## src/rtl/tt_um_alvin_asmar_logic_sequencer.sv

```systemverilog
// ============================================================================
// Module   : tt_um_alvin_asmar_logic_sequencer
// Purpose  : Self-checking sequencer for the gate datapath
//            x = (A & B) | ~C, y = ~C. It sweeps or steps the {C,B,A}
//            vector, captures x/y truth tables and flags pass/fail.
// Options  : LOGSEQ_SYNC_EN - two-flop synchronizers on start/step
//            (two-edge input latency). When undefined, start/step use a
//            single input register (one-edge input latency).
// Revision : 1.0 - initial release
// ============================================================================
`default_nettype none

module tt_um_alvin_asmar_logic_sequencer #(
  parameter int STEP_CYCLES = 4
) (
  input  logic [7:0] ui_in,
  output logic [7:0] uo_out,
  input  logic [7:0] uio_in,
  output logic [7:0] uio_out,
  output logic [7:0] uio_oe,
  input  logic       ena,
  input  logic       clk,
  input  logic       rst_n
);

  localparam logic [1:0] S_IDLE  = 2'd0;
  localparam logic [1:0] S_APPLY = 2'd1;
  localparam logic [1:0] S_WAIT  = 2'd2;
  localparam logic [1:0] S_DONE  = 2'd3;

  localparam logic [3:0] DWELL_RELOAD = 4'(STEP_CYCLES - 1);
  localparam logic [7:0] XTAB_GOLDEN  = 8'h8F;
  localparam logic [7:0] YTAB_GOLDEN  = 8'h0F;

  logic [1:0] state_q, state_d;
  logic [2:0] vec;
  logic [3:0] dwell;
  logic [7:0] xtab, ytab;
  logic       mode;
  logic       start_lvl, step_lvl;
  logic       start_prev, step_prev;
  logic       start_rise, step_rise;
  logic       x, y;
  logic       busy, done, pass;
  logic       unused;

  assign unused = ^{ena, uio_in, ui_in[7:4]};

`ifdef LOGSEQ_SYNC_EN
  logic [1:0] start_sync, step_sync;

  // Two-flop synchronizers for the asynchronous start/step pins
  always_ff @(posedge clk or negedge rst_n) begin
    if (!rst_n) begin
      start_sync <= 2'b00;
      step_sync  <= 2'b00;
    end else begin
      start_sync <= {start_sync[0], ui_in[0]};
      step_sync  <= {step_sync[0], ui_in[2]};
    end
  end

  assign start_lvl = start_sync[1];
  assign step_lvl  = step_sync[1];
`else
  logic start_reg, step_reg;

  // Single input register so the event lands one edge after sampling
  always_ff @(posedge clk or negedge rst_n) begin
    if (!rst_n) begin
      start_reg <= 1'b0;
      step_reg  <= 1'b0;
    end else begin
      start_reg <= ui_in[0];
      step_reg  <= ui_in[2];
    end
  end

  assign start_lvl = start_reg;
  assign step_lvl  = step_reg;
`endif

  // Edge-detect flops hold the previous input level
  always_ff @(posedge clk or negedge rst_n) begin
    if (!rst_n) begin
      start_prev <= 1'b0;
      step_prev  <= 1'b0;
    end else begin
      start_prev <= start_lvl;
      step_prev  <= step_lvl;
    end
  end

  assign start_rise = start_lvl & ~start_prev;
  assign step_rise  = step_lvl & ~step_prev;

  // Embedded gate datapath under test
  assign x = (vec[0] & vec[1]) | ~vec[2];
  assign y = ~vec[2];

  // FSM state register
  always_ff @(posedge clk or negedge rst_n) begin
    if (!rst_n) state_q <= S_IDLE;
    else        state_q <= state_d;
  end

  // FSM next-state logic; events illegal in a state are simply not decoded
  always_comb begin
    state_d = state_q;
    case (state_q)
      S_IDLE:  if (start_rise) state_d = S_APPLY;
      S_APPLY: begin
        if (dwell == 4'd0) begin
          if (vec == 3'd7) state_d = S_DONE;
          else if (mode)   state_d = S_WAIT;
          else             state_d = S_APPLY;
        end
      end
      S_WAIT:  if (step_rise) state_d = S_APPLY;
      S_DONE:  if (start_rise) state_d = S_APPLY;
      default: state_d = S_IDLE;
    endcase
  end

  // FSM outputs; pass is only meaningful once the run has finished
  always_comb begin
    busy = (state_q == S_APPLY) || (state_q == S_WAIT);
    done = (state_q == S_DONE);
    pass = done && (xtab == XTAB_GOLDEN) && (ytab == YTAB_GOLDEN);
  end

  // Vector, dwell counter, mode latch and truth-table capture
  always_ff @(posedge clk or negedge rst_n) begin
    if (!rst_n) begin
      vec   <= 3'd0;
      dwell <= 4'd0;
      xtab  <= 8'h00;
      ytab  <= 8'h00;
      mode  <= 1'b0;
    end else begin
      case (state_q)
        S_IDLE, S_DONE: begin
          if (start_rise) begin
            xtab  <= 8'h00;
            ytab  <= 8'h00;
            vec   <= 3'd0;
            dwell <= DWELL_RELOAD;
            mode  <= ui_in[1];
          end
        end
        S_APPLY: begin
          if (dwell == 4'd0) begin
            xtab[vec] <= x;
            ytab[vec] <= y;
            if ((vec != 3'd7) && !mode) begin
              vec   <= vec + 3'd1;
              dwell <= DWELL_RELOAD;
            end
          end else begin
            dwell <= dwell - 4'd1;
          end
        end
        S_WAIT: begin
          if (step_rise) begin
            vec   <= vec + 3'd1;
            dwell <= DWELL_RELOAD;
          end
        end
        default: ;
      endcase
    end
  end

  assign uo_out  = {pass, done, busy, y, x, vec};
  assign uio_out = ui_in[3] ? ytab : xtab;
  assign uio_oe  = 8'hFF;

endmodule

`default_nettype wire

```

## config.mk

```make
export PLATFORM = sky130hd
export DESIGN_NAME = tt_um_alvin_asmar_logic_sequencer
export DESIGN_NICKNAME = d
export VERILOG_FILES = /design/src/rtl/tt_um_alvin_asmar_logic_sequencer.sv
export SDC_FILE = /design/constraint.sdc
export NUM_CORES = 1
export LEC_CHECK = 0
export BUFFER_PORTS_ARGS = -buffer_cell sky130_fd_sc_hd__buf_2
export CAP_MARGIN = 5
export CORE_MARGIN = 2
export CORE_UTILIZATION = 42
export DETAILED_ROUTE_END_ITERATION = 16
export PLACE_DENSITY_LB_ADDON = 0.1
export SYNTH_ARGS = -nofsm -noshare
export SYNTH_HDL_FRONTEND = slang
export SYNTH_SLANG_ARGS = --single-unit
```

## constraint.sdc

```tcl
create_clock -name clk -period 2.9 [get_ports clk]
set_input_delay 0.725 -clock clk [delete_from_list [all_inputs] [get_ports clk]]
set_output_delay 0.725 -clock clk [all_outputs]
set_load 0.01 [all_outputs]
```

# Word level (Yosys, flattened, before mapping)
# Index checks and enable logic that the tools add are counted.
# Widths: inputs -> output; s select.
word_totals:
  regBits: 30
  latchBits: 0
  mem_bits_rw: 0
  rom_bits: 0
  output_inout_bits: 24
  n_memories: 0
op_classes:
  n_addsub: 2
  n_mul: 0
  div_mod_pow: 0
  order_cmp: 2
  n_eq_ne: 12
  n_shift: 0
  mux: 26
  bitwise_logic: 7
  reduce_logical: 15
op_table:
  columns: ["cell", "n"]
  rows:
  - ["$mux 8", 4]
  - ["$pmux 8 s2", 2]
  - ["$bwmux 8", 2]
  - ["$mux 4", 4]
  - ["$mux 3", 4]
  - ["$pmux 4 s3", 1]
  - ["$mux 2", 5]
  - ["$pmux 3 s3", 1]
  - ["$reduce_and 3->1", 3]
  - ["$eq 8x4->1 const B", 1]
  - ["$eq 8x8->1 const B", 1]
  - ["$pmux 2 s3", 1]
  - ["$eq 2x2->1 const B", 2]
  - ["$logic_and 1x1->1", 4]
  - ["$logic_not 4->1", 1]
  - ["$lt 3x4->1 const B", 1]
  - ["$ne 2x1->1 const B", 2]
  - ["$ne 2x2->1 const B", 2]
  - ["$reduce_and 4->1", 1]
  - ["$sub 4x1->4 const B", 1]
  - ["$add 3x1->3 const B", 1]
  - ["$and 1x1->1", 3]
  - ["$demux 1 s3", 1]
  - ["$eq 3x3->1 const B", 1]
  - ["13 further kinds", 15]

# Logic depth before layout (Yosys ltp)
depth:
  ltp_word: 7
  ltp_mapped: 7

# Worst setup path after synthesis
# No wires, ideal clock.
synth_path:
  path_type: "reg2out"
  from: "register state_q[0]"
  to: "output port uo_out[7]"
  t_arrival_ps: 1522
  path_slack_ps: 653
  stages_incl_launch_ff: 7
  cell_sequence: "dfrtp_1 > ha_1 > nor4bb_1 > nand2_1 > or4_1 > nor3_1 > buf_4"
synth_via:
  elab_chain_cells: 3
synth_rtl:
  columns: ["element", "line_no", "text"]
  rows:
  - ["start, declared", "35", "logic [1:0] state_q, state_d;"]
  - ["start signal, assigned", "104", "else state_q <= state_d;"]
  - ["$eq 2x2->1", "128", "done = (state_q == S_DONE);"]
  - ["via done", "44", "logic busy, done, pass;"]
  - ["$logic_and 1x1->1 (2 in series)", "129", "pass = done && (xtab == XTAB_GOLDEN) && (ytab == YTAB_GOLDEN);"]
  - ["end, declared", "17", "output logic [7:0] uo_out,"]
# The timed path passes the listed nets, and every way through them passes these cells.

# Final worst setup path
layout_path:
  from: "register state_q[0]"
  to: "output port uo_out[7]"
layout_via:
  elab_chain_cells: 3
layout_rtl:
  columns: ["element", "line_no"]
  rows:
  - ["$eq 2x2->1", "128"]
  - ["$logic_and 1x1->1 (2 in series)", "129"]
# Every way passes these cells.

==> metrics.md <==
| Metric | Value |
|---|---|
| Status | complete, no violations |
| # diodes | 0 |
| Detail Placement HPWL | 2.479 mm |
| Drt first pass iters | 4 |
| Worst-path fanout max | 4 |
| CTS max path bufs | 2 |
| Num ports | 43 |
| Async SR Flop Fraction | 1.000 |
| Max H-tree Level | 2 |
| Post-Syn Area | 0.001778 mm² |
| Combinational power share | 0.435 |
| Post-Route Setup TNS | 0 ns |
| Final instance area | 0.001956 mm² |
| Least-Margin Pin Slew | 0.6763 ns |
| Switching share of power | 0.3974 |
| Largest area contributor in the netlist | dfrtp_1 |
| Worst setup EP type | output pin |
| EDFF count, synth | 0 |
| Synth Area in XOR/XNOR | 0 |
| Largest stage delay on the critical path | 0.42 ns |
| Tot GR Track Use | 0.1565 |
| Final Critical Period | 2.721 ns |
| Leakage | 0.9409 nW |
| Required time at the worst-slack endpoint | 2.17 ns |
| Cell Area, Placed | 0.001847 mm² |
| Final core occ | 0.4854 |
| Gpl congestion | 0.7987 |
| Met3 WL | 158 µm |
| CORE AREA | 0.004029 mm² |
| Pwr Density | 994.5 mW/mm² |
| Clock sinks | 30 |
| Number of global-route vias before repair | 1,252 |
| Clock Pin Slew Worst Setup and Hold Paths | 0.06 ns |
| DRC violations left | 0 |
| Die area | 0.004770 mm² |
| VDD IR-drop max | 0.5646 mV |
| Crit-path leading delay family | simple AND/OR/NAND/NOR gates |
| Warnings, synthesis | 0 |
| Top cells by area, synth | dfrtp_1, mux2_2, ha_1, buf_4, a22o_1 |
| Crit path max-delay cell type | or4_1 |
| Clock Power Share | 0.212 |
| Vias per inst | 5.210 |
| Max Freq | 367.6 MHz |
| Die span in x | 69.07 µm |
| Netlist cell types | 42 |
| Area delta synth->final | 9.993% |
| Worst setup path class | reg2out |
| Register-to-register path setup slack | 0.69 ns |
| Share of power burned in registers | 0.353 |
| Met1 Wirelength | 1.576 mm |
| DP Worst Slack | 0.4707 ns |
| Post-Syn Instances | 161 |
| Post-CTS sizing | 0 |
| Port bufs | 21 |
| Initial core utilization | 0.4413 |
| Relative slew slack | 0.5491 |
| Total CTS buffers | 5 |
| Arrival time worst endpoint | 2.00 ns |
| Internal | 1.172 mW |
| Post-synthesis mux area share | 0.09852 |
| Switching Power | 0.7729 mW |
| Final layout net count | 206 |
| Largest family of logic cells by synthesized area | simple AND/OR/NAND/NOR gates |
| Final Setup Violations | 0 |
| First-pass GRT wire length | 5.892 mm |
| Pin count of the biggest net entering global routing | 31 |
| Placed cells | 221 |
| CP startpoint kind | flip-flop |
| Hold_buf cts | 0 |
| Post-route ant nets | 0 |
| WP buf/inv | 1 |
| Grt ovf | 0 |
| Worst-path cell chain | ha_1, nor4bb_1, nand2_1, or4_1, nor3_1, buf_2 |
| Post-Layout Cell Count | 229 |
| CTS tree | built |
| Routed wl met2 | 1.614 mm |
| Clock skew | 0.004673 ns |
| Clk_lat worst skew | 0.29 ns |
| Row cnt | 23 |
| Post-CTS Setup Inserts | 0 |
| Final wirelength | 3.390 mm |
| DIE HEIGHT | 69.07 µm |
| Hold Fails Final Rpt | 0 |
| Hold WC Path Type | reg2reg |
| Max cap viols | 0 |
| RSZ-0062 raised after global routing | no |
| Compound-Gate Fraction of Synth Area | 0.1400 |
| DR top layer | met4 |
| Via Count | 1,193 |
| Layout cell share with drive strength beyond 1 | 0.3017 |
| Initial DRC Count | 88 |
| Post-synth top area share | 0.4222 |
| Post-synthesis sequential area ratio | 0.4222 |
| Synth Area in Simple Gates | 0.1823 |
| Initial antenna violation count | 0 |
| Syn_area_per_cell | 11.04 µm² |
| Worst Slack Setup Final | 0.1794 ns |
| Root Buffer | clkbuf_8 |
| #FFs+latches synth | 30 |
| Slew Viols, Final | 0 |
| Main synth FF type | dfrtp_1 |
| DR WL/cell | 14.80 µm |
| Adder-Cell Fraction of Synth Area | 0.06334 |
| Period utilization | 0.9381 |
-- cell type report --
class | count | area, µm²
flip-flops and latches | 30 | 750.7
clock inverters | 3 | 40.04
well taps | 50 | 62.56
clock buffers | 5 | 68.82
multi-input cells | 110 | 890.9
inverters | 10 | 37.54
repair buffers | 21 | 105.1
fillers | 384 | 2073
-- sequential cells by signal (all words and copies together) (netlist names) --
| register | count |
|---|---|
| xtab | 8 |
| ytab | 8 |
| dwell | 4 |
| vec | 3 |
| state_q | 2 |
| mode | 1 |
| start_lvl | 1 |
| start_prev | 1 |
| step_lvl | 1 |
| step_prev | 1 |
-- through the flow --
stage | hold WS [ns] | power (mW)
after floorplan | 0.3546 | 1.374
after CTS | 0.3888 | 1.966
after global placement | 0.3651 | 1.525
after global routing | 0.4075 | 2.099
final | 0.3797 | 1.945
after detailed placement | 0.3741 | 1.546
-- kinds of logic (layout without fill, tap and decap cells) --
group                    Yosys count  after routing
flip-flops                        30             30
AO/OA/AOI/OAI                     30             30
adder cells (fa/ha/maj)            9              9
multiplexers                      16             16
AND/OR/NAND/NOR                   47             47
other                              1              8
buffers and inverters             28             39
-- final timing paths --
| check | start | to | depth (start not counted) |
|---|---|---|---|
| min in group asynchronous | rst_n | vec[0] | 1 |
| setup / recovery | state_q[0] | uo_out[7] | 6 |
| setup reg to reg | state_q[0] | xtab[3] | 6 |
| max in group asynchronous | rst_n | xtab[2] | 1 |
| hold reg to reg | step_lvl | step_prev | 0 |
| hold / removal | step_lvl | step_prev | 0 |
-- cell usage in the layout, fill, tap and decap left out, types with 2 or more instances in the layout --
master / synthesis / final
dfrtp_1: 30 / 30
buf_2: 1 / 21
mux2_2: 12 / 12
inv_1: 9 / 9
ha_1: 9 / 9
nor2_1: 8 / 8
conb_1: 1 / 8
nand2_1: 7 / 7
a22o_1: 7 / 7
o21ai_0: 7 / 7
and2_1: 6 / 6
clkbuf_8: 0 / 5
nor3_1: 4 / 4
nand2b_1: 4 / 4
mux2i_1: 4 / 4
o21ai_2: 4 / 4
a21oi_1: 4 / 4
nor3b_1: 2 / 2
nor2b_1: 2 / 2
a32o_1: 2 / 2
and2b_1: 2 / 2
clkinv_2: 0 / 2
-- Yosys cell counts (3+ instances only) --
master     n
o21ai_2    4
nand2_1    7
o21ai_0    7
a21oi_1    4
clkbuf_1   3
mux2_2    12
buf_4     13
dfrtp_1   30
nor3_1     4
inv_1      9
a22o_1     7
nand2b_1   4
ha_1       9
nor2_1     8
and2_1     6
mux2i_1    4
-- power by group through the flow --
stage	clock, mW	combinational, mW	sequential (mW)
finish	0.412	0.847	0.686
global route	0.446	0.946	0.708
CTS	0.422	0.860	0.684
detailed placement	0	0.856	0.690
global placement	0	0.840	0.685
floorplan	0	0.744	0.630
-- layer usage --
metal	GRT usage	up-vias
li1	-	580
met1	0.1914	577
met2	0.2543	30
met3	0.05994	6
met4	0.05011	0
met5	0	-
Note: power is estimated with default switching activity, not from simulation.
